$ cat src/rtl/vend_controller.sv
// Vending controller: coin credit, product select, dispense handshake
// and one-coin-per-cycle change return around the vending datapath.
module vend_controller #(
  parameter int PRICE0     = 3,
  parameter int PRICE1     = 4,
  parameter int PRICE2     = 5,
  parameter int PRICE3     = 6,
  parameter int MAX_CREDIT = 20,
  parameter int CREDIT_W   = 5,
  parameter int STOCK_INIT = 7,
  parameter int TIMEOUT    = 255
) (
  input  logic                clk,
  input  logic                rst,
  input  logic [1:0]          coin,
  input  logic                sel_valid,
  input  logic [1:0]          sel,
  input  logic                cancel,
  input  logic                restock,
  input  logic                dispense_ack,
  output logic                dispense_req,
  output logic [1:0]          dispense_sel,
  output logic                change_5,
  output logic                change_10,
  output logic [CREDIT_W-1:0] credit,
  output logic                coin_reject,
  output logic                sel_reject,
  output logic [3:0]          sold_out,
  output logic                busy
);

  typedef enum logic [1:0] {
    IDLE, CREDIT, DISPENSE, CHANGE
  } state_t;

  localparam logic [CREDIT_W-1:0] P0 = CREDIT_W'(PRICE0);
  localparam logic [CREDIT_W-1:0] P1 = CREDIT_W'(PRICE1);
  localparam logic [CREDIT_W-1:0] P2 = CREDIT_W'(PRICE2);
  localparam logic [CREDIT_W-1:0] P3 = CREDIT_W'(PRICE3);
  localparam logic [CREDIT_W:0]   MAXC = (CREDIT_W+1)'(MAX_CREDIT);
  localparam logic [CREDIT_W-1:0] ONE = CREDIT_W'(1);
  localparam logic [CREDIT_W-1:0] TWO = CREDIT_W'(2);
  localparam logic [2:0]          SINIT = 3'(STOCK_INIT);
  localparam logic [7:0]          TLAST = 8'(TIMEOUT - 1);

  function automatic logic [CREDIT_W-1:0] price(
    input logic [1:0] s
  );
    logic [CREDIT_W-1:0] p;
    p = P0;
    unique case (s)
      2'd0: p = P0;
      2'd1: p = P1;
      2'd2: p = P2;
      2'd3: p = P3;
    endcase
    return p;
  endfunction

  state_t              state, state_d;
  logic [CREDIT_W-1:0] credit_d;
  logic [3:0][2:0]     stock, stock_d;
  logic [7:0]          tmo, tmo_d;
  logic [1:0]          dsel_d;
  logic                req_d;
  logic                c5_d, c10_d;
  logic                crej_d, srej_d;

  logic [1:0]          coin_val;
  logic                coin_bad;
  logic                coin_any;
  logic [CREDIT_W:0]   coin_sum;
  logic                coin_fits;
  logic                take_coin;
  logic                activity;
  logic                sel_ok;
  logic [CREDIT_W-1:0] rem;

  // Decode the coin acceptor code into 5rs units.
  always_comb begin
    coin_val = 2'd0;
    coin_bad = 1'b0;
    unique case (1'b1)
      coin == 2'b01: coin_val = 2'd1;
      coin == 2'b10: coin_val = 2'd2;
      coin == 2'b11: coin_bad = 1'b1;
      coin == 2'b00: coin_val = 2'd0;
    endcase
  end

  assign coin_any  = coin != 2'b00;
  assign coin_sum  = {1'b0, credit}
                   + {{(CREDIT_W-1){1'b0}}, coin_val};
  assign coin_fits = !coin_bad && coin_sum <= MAXC;
  assign activity  = coin_any || sel_valid || cancel;
  assign sel_ok    = stock[sel] != 3'd0
                   && credit >= price(sel);
  assign rem       = credit - price(dispense_sel);

  assign busy = state == DISPENSE || state == CHANGE;

  for (genvar i = 0; i < 4; i++) begin : g_so
    assign sold_out[i] = stock[i] == 3'd0;
  end

  // Next-state, datapath updates and pulse generation.
  always_comb begin
    state_d   = state;
    credit_d  = credit;
    stock_d   = stock;
    tmo_d     = '0;
    dsel_d    = dispense_sel;
    req_d     = dispense_req;
    c5_d      = 1'b0;
    c10_d     = 1'b0;
    crej_d    = 1'b0;
    srej_d    = 1'b0;
    take_coin = 1'b0;
    unique case (state)
      IDLE: begin
        if (restock) stock_d = {4{SINIT}};
        if (sel_valid) srej_d = 1'b1;
        take_coin = 1'b1;
      end
      CREDIT: begin
        tmo_d = activity ? 8'd0 : tmo + 8'd1;
        if (cancel) begin
          state_d = CHANGE;
          tmo_d   = '0;
          crej_d  = coin_any;
        end else if (!activity && tmo == TLAST) begin
          state_d = CHANGE;
          tmo_d   = '0;
        end else if (sel_valid && sel_ok) begin
          state_d = DISPENSE;
          dsel_d  = sel;
          req_d   = 1'b1;
          tmo_d   = '0;
          crej_d  = coin_any;
        end else begin
          srej_d    = sel_valid;
          take_coin = 1'b1;
        end
      end
      DISPENSE: begin
        crej_d = coin_any;
        if (dispense_ack) begin
          req_d    = 1'b0;
          credit_d = rem;
          if (stock[dispense_sel] != 3'd0)
            stock_d[dispense_sel] =
              stock[dispense_sel] - 3'd1;
          state_d = (rem != '0) ? CHANGE : IDLE;
        end
      end
      CHANGE: begin
        crej_d = coin_any;
        if (credit >= TWO) begin
          c10_d    = 1'b1;
          credit_d = credit - TWO;
          state_d  = (credit == TWO) ? IDLE : CHANGE;
        end else if (credit == ONE) begin
          c5_d     = 1'b1;
          credit_d = '0;
          state_d  = IDLE;
        end else begin
          state_d = IDLE;
        end
      end
    endcase
    if (take_coin && coin_any) begin
      if (coin_fits) begin
        credit_d = coin_sum[CREDIT_W-1:0];
        state_d  = CREDIT;
      end else begin
        crej_d = 1'b1;
      end
    end
  end

  // State and datapath registers.
  always_ff @(posedge clk or posedge rst) begin
    if (rst) begin
      state        <= IDLE;
      credit       <= '0;
      stock        <= {4{SINIT}};
      tmo          <= '0;
      dispense_sel <= '0;
      dispense_req <= 1'b0;
      change_5     <= 1'b0;
      change_10    <= 1'b0;
      coin_reject  <= 1'b0;
      sel_reject   <= 1'b0;
    end else begin
      state        <= state_d;
      credit       <= credit_d;
      stock        <= stock_d;
      tmo          <= tmo_d;
      dispense_sel <= dsel_d;
      dispense_req <= req_d;
      change_5     <= c5_d;
      change_10    <= c10_d;
      coin_reject  <= crej_d;
      sel_reject   <= srej_d;
    end
  end

endmodule

$ cat config.mk
export PLATFORM = sky130hd
export DESIGN_NAME = vend_controller
export DESIGN_NICKNAME = d
export VERILOG_FILES = /design/src/rtl/vend_controller.sv
export SDC_FILE = /design/constraint.sdc
export NUM_CORES = 1
export LEC_CHECK = 0
export BUFFER_PORTS_ARGS = -buffer_cell sky130_fd_sc_hd__buf_2
export CORE_ASPECT_RATIO = 1.4
export CORE_UTILIZATION = 63
export CTS_CLUSTER_DIAMETER = 60
export DETAILED_ROUTE_END_ITERATION = 10
export GPL_ROUTABILITY_DRIVEN = 1
export PLACE_DENSITY = 0.85
export SLEW_MARGIN = 15
export SYNTH_ARGS = -nofsm -noshare
export SYNTH_HDL_FRONTEND = slang
export SYNTH_SLANG_ARGS = --single-unit
$ cat constraint.sdc
create_clock -name clk -period 6.88 [get_ports clk]
set_input_delay 0.688 -clock clk [delete_from_list [all_inputs] [get_ports clk]]
set_output_delay 0.688 -clock clk [all_outputs]
set_load 0.005 [all_outputs]
==> impl_metrics.xml <==
<?xml version="1.0" encoding="UTF-8"?>
<metrics>
  <group name="status">
    <metric name="status" unit="">finished clean</metric>
  </group>
  <group name="cells_and_area">
    <metric name="layout.cells.most_common" unit="">sky130_fd_sc_hd__nor2_1</metric>
    <metric name="drive_above_1_share" unit="%">22.1</metric>
    <metric name="utilization" unit="%">72.5</metric>
    <metric name="nNetsFinal" unit="">316</metric>
    <metric name="antenna_cells" unit="">0</metric>
    <metric name="stdcell_count" unit="">327</metric>
    <metric name="area_growth" unit="%">9.67</metric>
    <metric name="most-common-layout-cells" unit="">sky130_fd_sc_hd__nor2_1 (35), sky130_fd_sc_hd__buf_2 (26), sky130_fd_sc_hd__dfrtp_1 (22)</metric>
  </group>
  <group name="worst_setup_path">
    <metric name="crit_required" unit="ns">7.04</metric>
    <metric name="crit-reg2reg-launch" unit="">dispense_sel[0]</metric>
    <metric name="setup.worst_path.start" unit="">dispense_sel[0]</metric>
    <metric name="critPathCaptureType" unit="">flop</metric>
    <metric name="criticalPathCategory" unit="">flop to flop</metric>
    <metric name="worst-r2r-setup-slack" unit="ns">3.87</metric>
    <metric name="cp_slowest_stage_delay" unit="ns">0.53</metric>
    <metric name="critPathMaxFanout" unit="">7</metric>
    <metric name="r2r_end" unit="">state[0]</metric>
    <metric name="ff2ff_path_depth" unit="">11</metric>
    <metric name="critPathArrivalTime" unit="ns">3.17</metric>
    <metric name="cp-endpoint" unit="">state[0]</metric>
    <metric name="timing.critical_path.slowest_stage_cell" unit="">sky130_fd_sc_hd__dfrtp_1</metric>
    <metric name="crit_path_start_kind" unit="">flop</metric>
    <metric name="worstPathCellList" unit="">inv_1 &gt; ha_1 &gt; or2_2 &gt; ha_1 &gt; inv_1 &gt; fa_1 &gt; nor2b_1 &gt; nand2_1 &gt; nor2_1 &gt; a21oi_1 &gt; or4_1</metric>
  </group>
  <group name="global_routing">
    <metric name="gr-total-overflow" unit="">0</metric>
    <metric name="initial_antenna_violation_count" unit="">0</metric>
    <metric name="first_global_vias" unit="">2015</metric>
    <metric name="grt_max_degree" unit="">35</metric>
    <metric name="track_usage" unit="%">31.1</metric>
    <metric name="grt_first_pass_wirelength" unit="um">9000</metric>
  </group>
  <group name="synth">
    <metric name="synth-seq-cells" unit="">34</metric>
    <metric name="synthArstFlopShare" unit="%">100</metric>
    <metric name="yosysTopAreaCellShare" unit="%">22.9</metric>
    <metric name="synth.cell_area" unit="um2">2410</metric>
    <metric name="yosysUniqueCellTypes" unit="">52</metric>
    <metric name="post-synth-top-area-cell" unit="">sky130_fd_sc_hd__dfrtp_1</metric>
    <metric name="postSynthCellCount" unit="">259</metric>
    <metric name="synth_warn" unit="">0</metric>
    <metric name="yosys_most_used_dff" unit="">sky130_fd_sc_hd__dfrtp_1</metric>
    <metric name="synth_top_cells_by_area" unit="">sky130_fd_sc_hd__dfrtp_1 (23%), sky130_fd_sc_hd__dfstp_2 (13%), sky130_fd_sc_hd__ha_1 (10%), sky130_fd_sc_hd__nor2_1 (5.5%), sky130_fd_sc_hd__a21oi_1 (4.0%)</metric>
    <metric name="synthesis.nets" unit="">291</metric>
    <metric name="synth-edff-count" unit="">0</metric>
    <metric name="synth_sequential_area_ratio" unit="%">36.0</metric>
    <metric name="postSynthAreaPerCell" unit="um2">9.29</metric>
  </group>
  <group name="cts">
    <metric name="cts_max_level" unit="">2</metric>
    <metric name="clk_pin_slew_worst_paths" unit="ns">0.07</metric>
    <metric name="postCtsResizedCells" unit="">0</metric>
    <metric name="cts_buffer_depth" unit="">2</metric>
    <metric name="post_cts_hold_fix_bufs" unit="">0</metric>
    <metric name="post_cts_buffers" unit="">0</metric>
    <metric name="clock_insertion_delay_worst_skew" unit="ns">0.29</metric>
    <metric name="cts_buffers" unit="">5</metric>
    <metric name="clock_tree.root_cell" unit="">sky130_fd_sc_hd__clkbuf_8</metric>
    <metric name="count_of_clock_tree_sinks" unit="">34</metric>
    <metric name="clock_tree_from_tritoncts" unit="">done</metric>
  </group>
  <group name="detailed_routing">
    <metric name="wl_per_cell" unit="um">16.7</metric>
    <metric name="routed-via-count" unit="">1998</metric>
    <metric name="drt-total-wl" unit="um">5450</metric>
    <metric name="postRouteAntennaNets" unit="">0</metric>
    <metric name="drtPass1Iterations" unit="">4</metric>
    <metric name="dr.first_iter.drc_count" unit="">76</metric>
    <metric name="drt_drc_violations_left" unit="">0</metric>
    <metric name="via_per_inst" unit="">6.11</metric>
  </group>
  <group name="sta">
    <metric name="hold_violations" unit="">0</metric>
    <metric name="fmax" unit="GHz">0.332</metric>
    <metric name="tcrit_tclk_final" unit="%">43.8</metric>
    <metric name="timing.setup.tns" unit="ns">0</metric>
    <metric name="slew_violations" unit="">0</metric>
    <metric name="maxSlewHeadroom" unit="%">39.6</metric>
    <metric name="setup_violations" unit="">0</metric>
    <metric name="fin_worst_skew" unit="ns">0.00604</metric>
    <metric name="worst-slew-pin-transition" unit="ns">0.898</metric>
    <metric name="setup_repair_after_global_routing_missed_its_margin" unit="">no</metric>
    <metric name="holdWs" unit="ns">0.478</metric>
    <metric name="final_period_minus_worst_setup_slack" unit="ns">3.01</metric>
  </group>
  <group name="placement">
    <metric name="place_hpwl" unit="um">4020</metric>
    <metric name="post-place-cells" unit="">319</metric>
    <metric name="gp_congestion" unit="">0.893</metric>
    <metric name="buffer_ports.inserted" unit="">26</metric>
  </group>
  <group name="power">
    <metric name="report.power.total" unit="mW">1.11</metric>
    <metric name="power.density" unit="nW/um2">421</metric>
    <metric name="power.internal" unit="uW">611</metric>
    <metric name="power.share.clock" unit="%">14.0</metric>
    <metric name="power_switching" unit="uW">500</metric>
    <metric name="p_seq_share" unit="%">33.8</metric>
    <metric name="power.share.switching" unit="%">45.0</metric>
    <metric name="peak_vdd_ir" unit="V">0.000307</metric>
    <metric name="leakage" unit="nW">1.19</metric>
    <metric name="combinationalPowerShare" unit="%">52.3</metric>
  </group>
  <group name="floorplanning">
    <metric name="effective_utilization_at_floorplan" unit="%">66.1</metric>
    <metric name="design.portCount" unit="">27</metric>
    <metric name="placeableCoreArea" unit="um2">3640</metric>
    <metric name="dieWidth" unit="um">54.2</metric>
    <metric name="num_rows" unit="">26</metric>
    <metric name="die_area" unit="um2">4080</metric>
    <metric name="die-height" unit="um">75.1</metric>
  </group>
  <group name="job">
    <metric name="max-cap-violations" unit="">0</metric>
  </group>
  <group name="hold_path">
    <metric name="hold_class" unit="">input pin to asynchronous set/reset pin</metric>
  </group>
</metrics>
[layout make-up]
cell class / count / area [um2]
multi-input cells: 200 / 1430
inverters: 16 / 60.1
well taps: 42 / 52.6
fillers: 277 / 1000
clock inverters: 1 / 5.00
clock buffers: 7 / 86.3
repair buffers: 27 / 138
flip-flops and latches: 34 / 866
[critical path: cells and delay by family, from the launching register on]
kind            cells  cell delay [ns]
buf+inv             2             0.24
flops               1             0.53
simple gates        5             1.15
fa+ha+maj           3             0.87
compound gates      1             0.08
[registers in the layout (all words and copies together) (netlist names)]
register	flops
stock	12
change_10	1
tmo	8
change_5	1
state	2
dispense_sel	2
coin_reject	1
credit	5
sel_reject	1
dispense_req	1
[layer usage]
| metal | global-route usage, % | wire (um) |
|---|---|---|
| met4 | 19.7 | 235 |
| met3 | 5.45 | 271 |
| met1 | 34.7 | 2140 |
| met2 | 52.8 | 2810 |
| met5 | 0 | 0 |
[through the flow]
step | area (um2) | setup slack [ns]
finish | 2640 | 3.87
global route | 2640 | 3.62
CTS | 2640 | 3.87
detailed placement | 2550 | 3.78
global placement | 2550 | 3.89
floorplan | 2410 | 4.10
[power by group through the flow]
stage	registers (mW)	clock network (mW)	logic [mW]
CTS	0.372	0.157	0.576
floorplan	0.310	0	0.492
detailed placement	0.375	0	0.573
global placement	0.372	0	0.551
global route	0.386	0.165	0.652
finish	0.375	0.155	0.581
[how the worst min path moves through the flow]
stage                        end         start  cells after the start
finish                  state[1]           rst                      3
global route              tmo[0]        tmo[0]                      1
CTS                     state[1]           rst                      3
detailed placement  dispense_req  dispense_req                      1
global placement    dispense_req  dispense_req                      1
floorplan                 tmo[0]        tmo[0]                      1
[logic make-up (layout without fill, tap and decap cells)]
logic type | Yosys count | after routing | synth area share [%]
AO/OA/AOI/OAI | 56 | 56 | 15.9
buffers and inverters | 25 | 51 | 4.52
adder cells (fa/ha/maj) | 22 | 22 | 12.1
XOR/XNOR | 11 | 11 | 4.00
flip-flops | 34 | 34 | 36.0
AND/OR/NAND/NOR | 101 | 101 | 21.6
multiplexers | 10 | 10 | 5.98
[cell usage after synthesis, drive strengths merged (2+ instances only)]
library cell,count
o21a,8
and2,3
o22ai,3
mux4,3
nor2,35
nor3,9
inv,16
dfstp,12
nand3,10
mux2,2
nand3b,2
or2,4
a21oi,19
fa,2
nor4,2
nand2b,5
clkbuf,4
o22a,2
buf,5
nand4,2
xnor2,7
ha,20
nor3b,3
xor2,4
nand2,14
dfrtp,22
a21o,5
o211ai,2
mux2i,5
o21ai,9
nor2b,6
No activity file was read; power rests on OpenSTA's default activity.
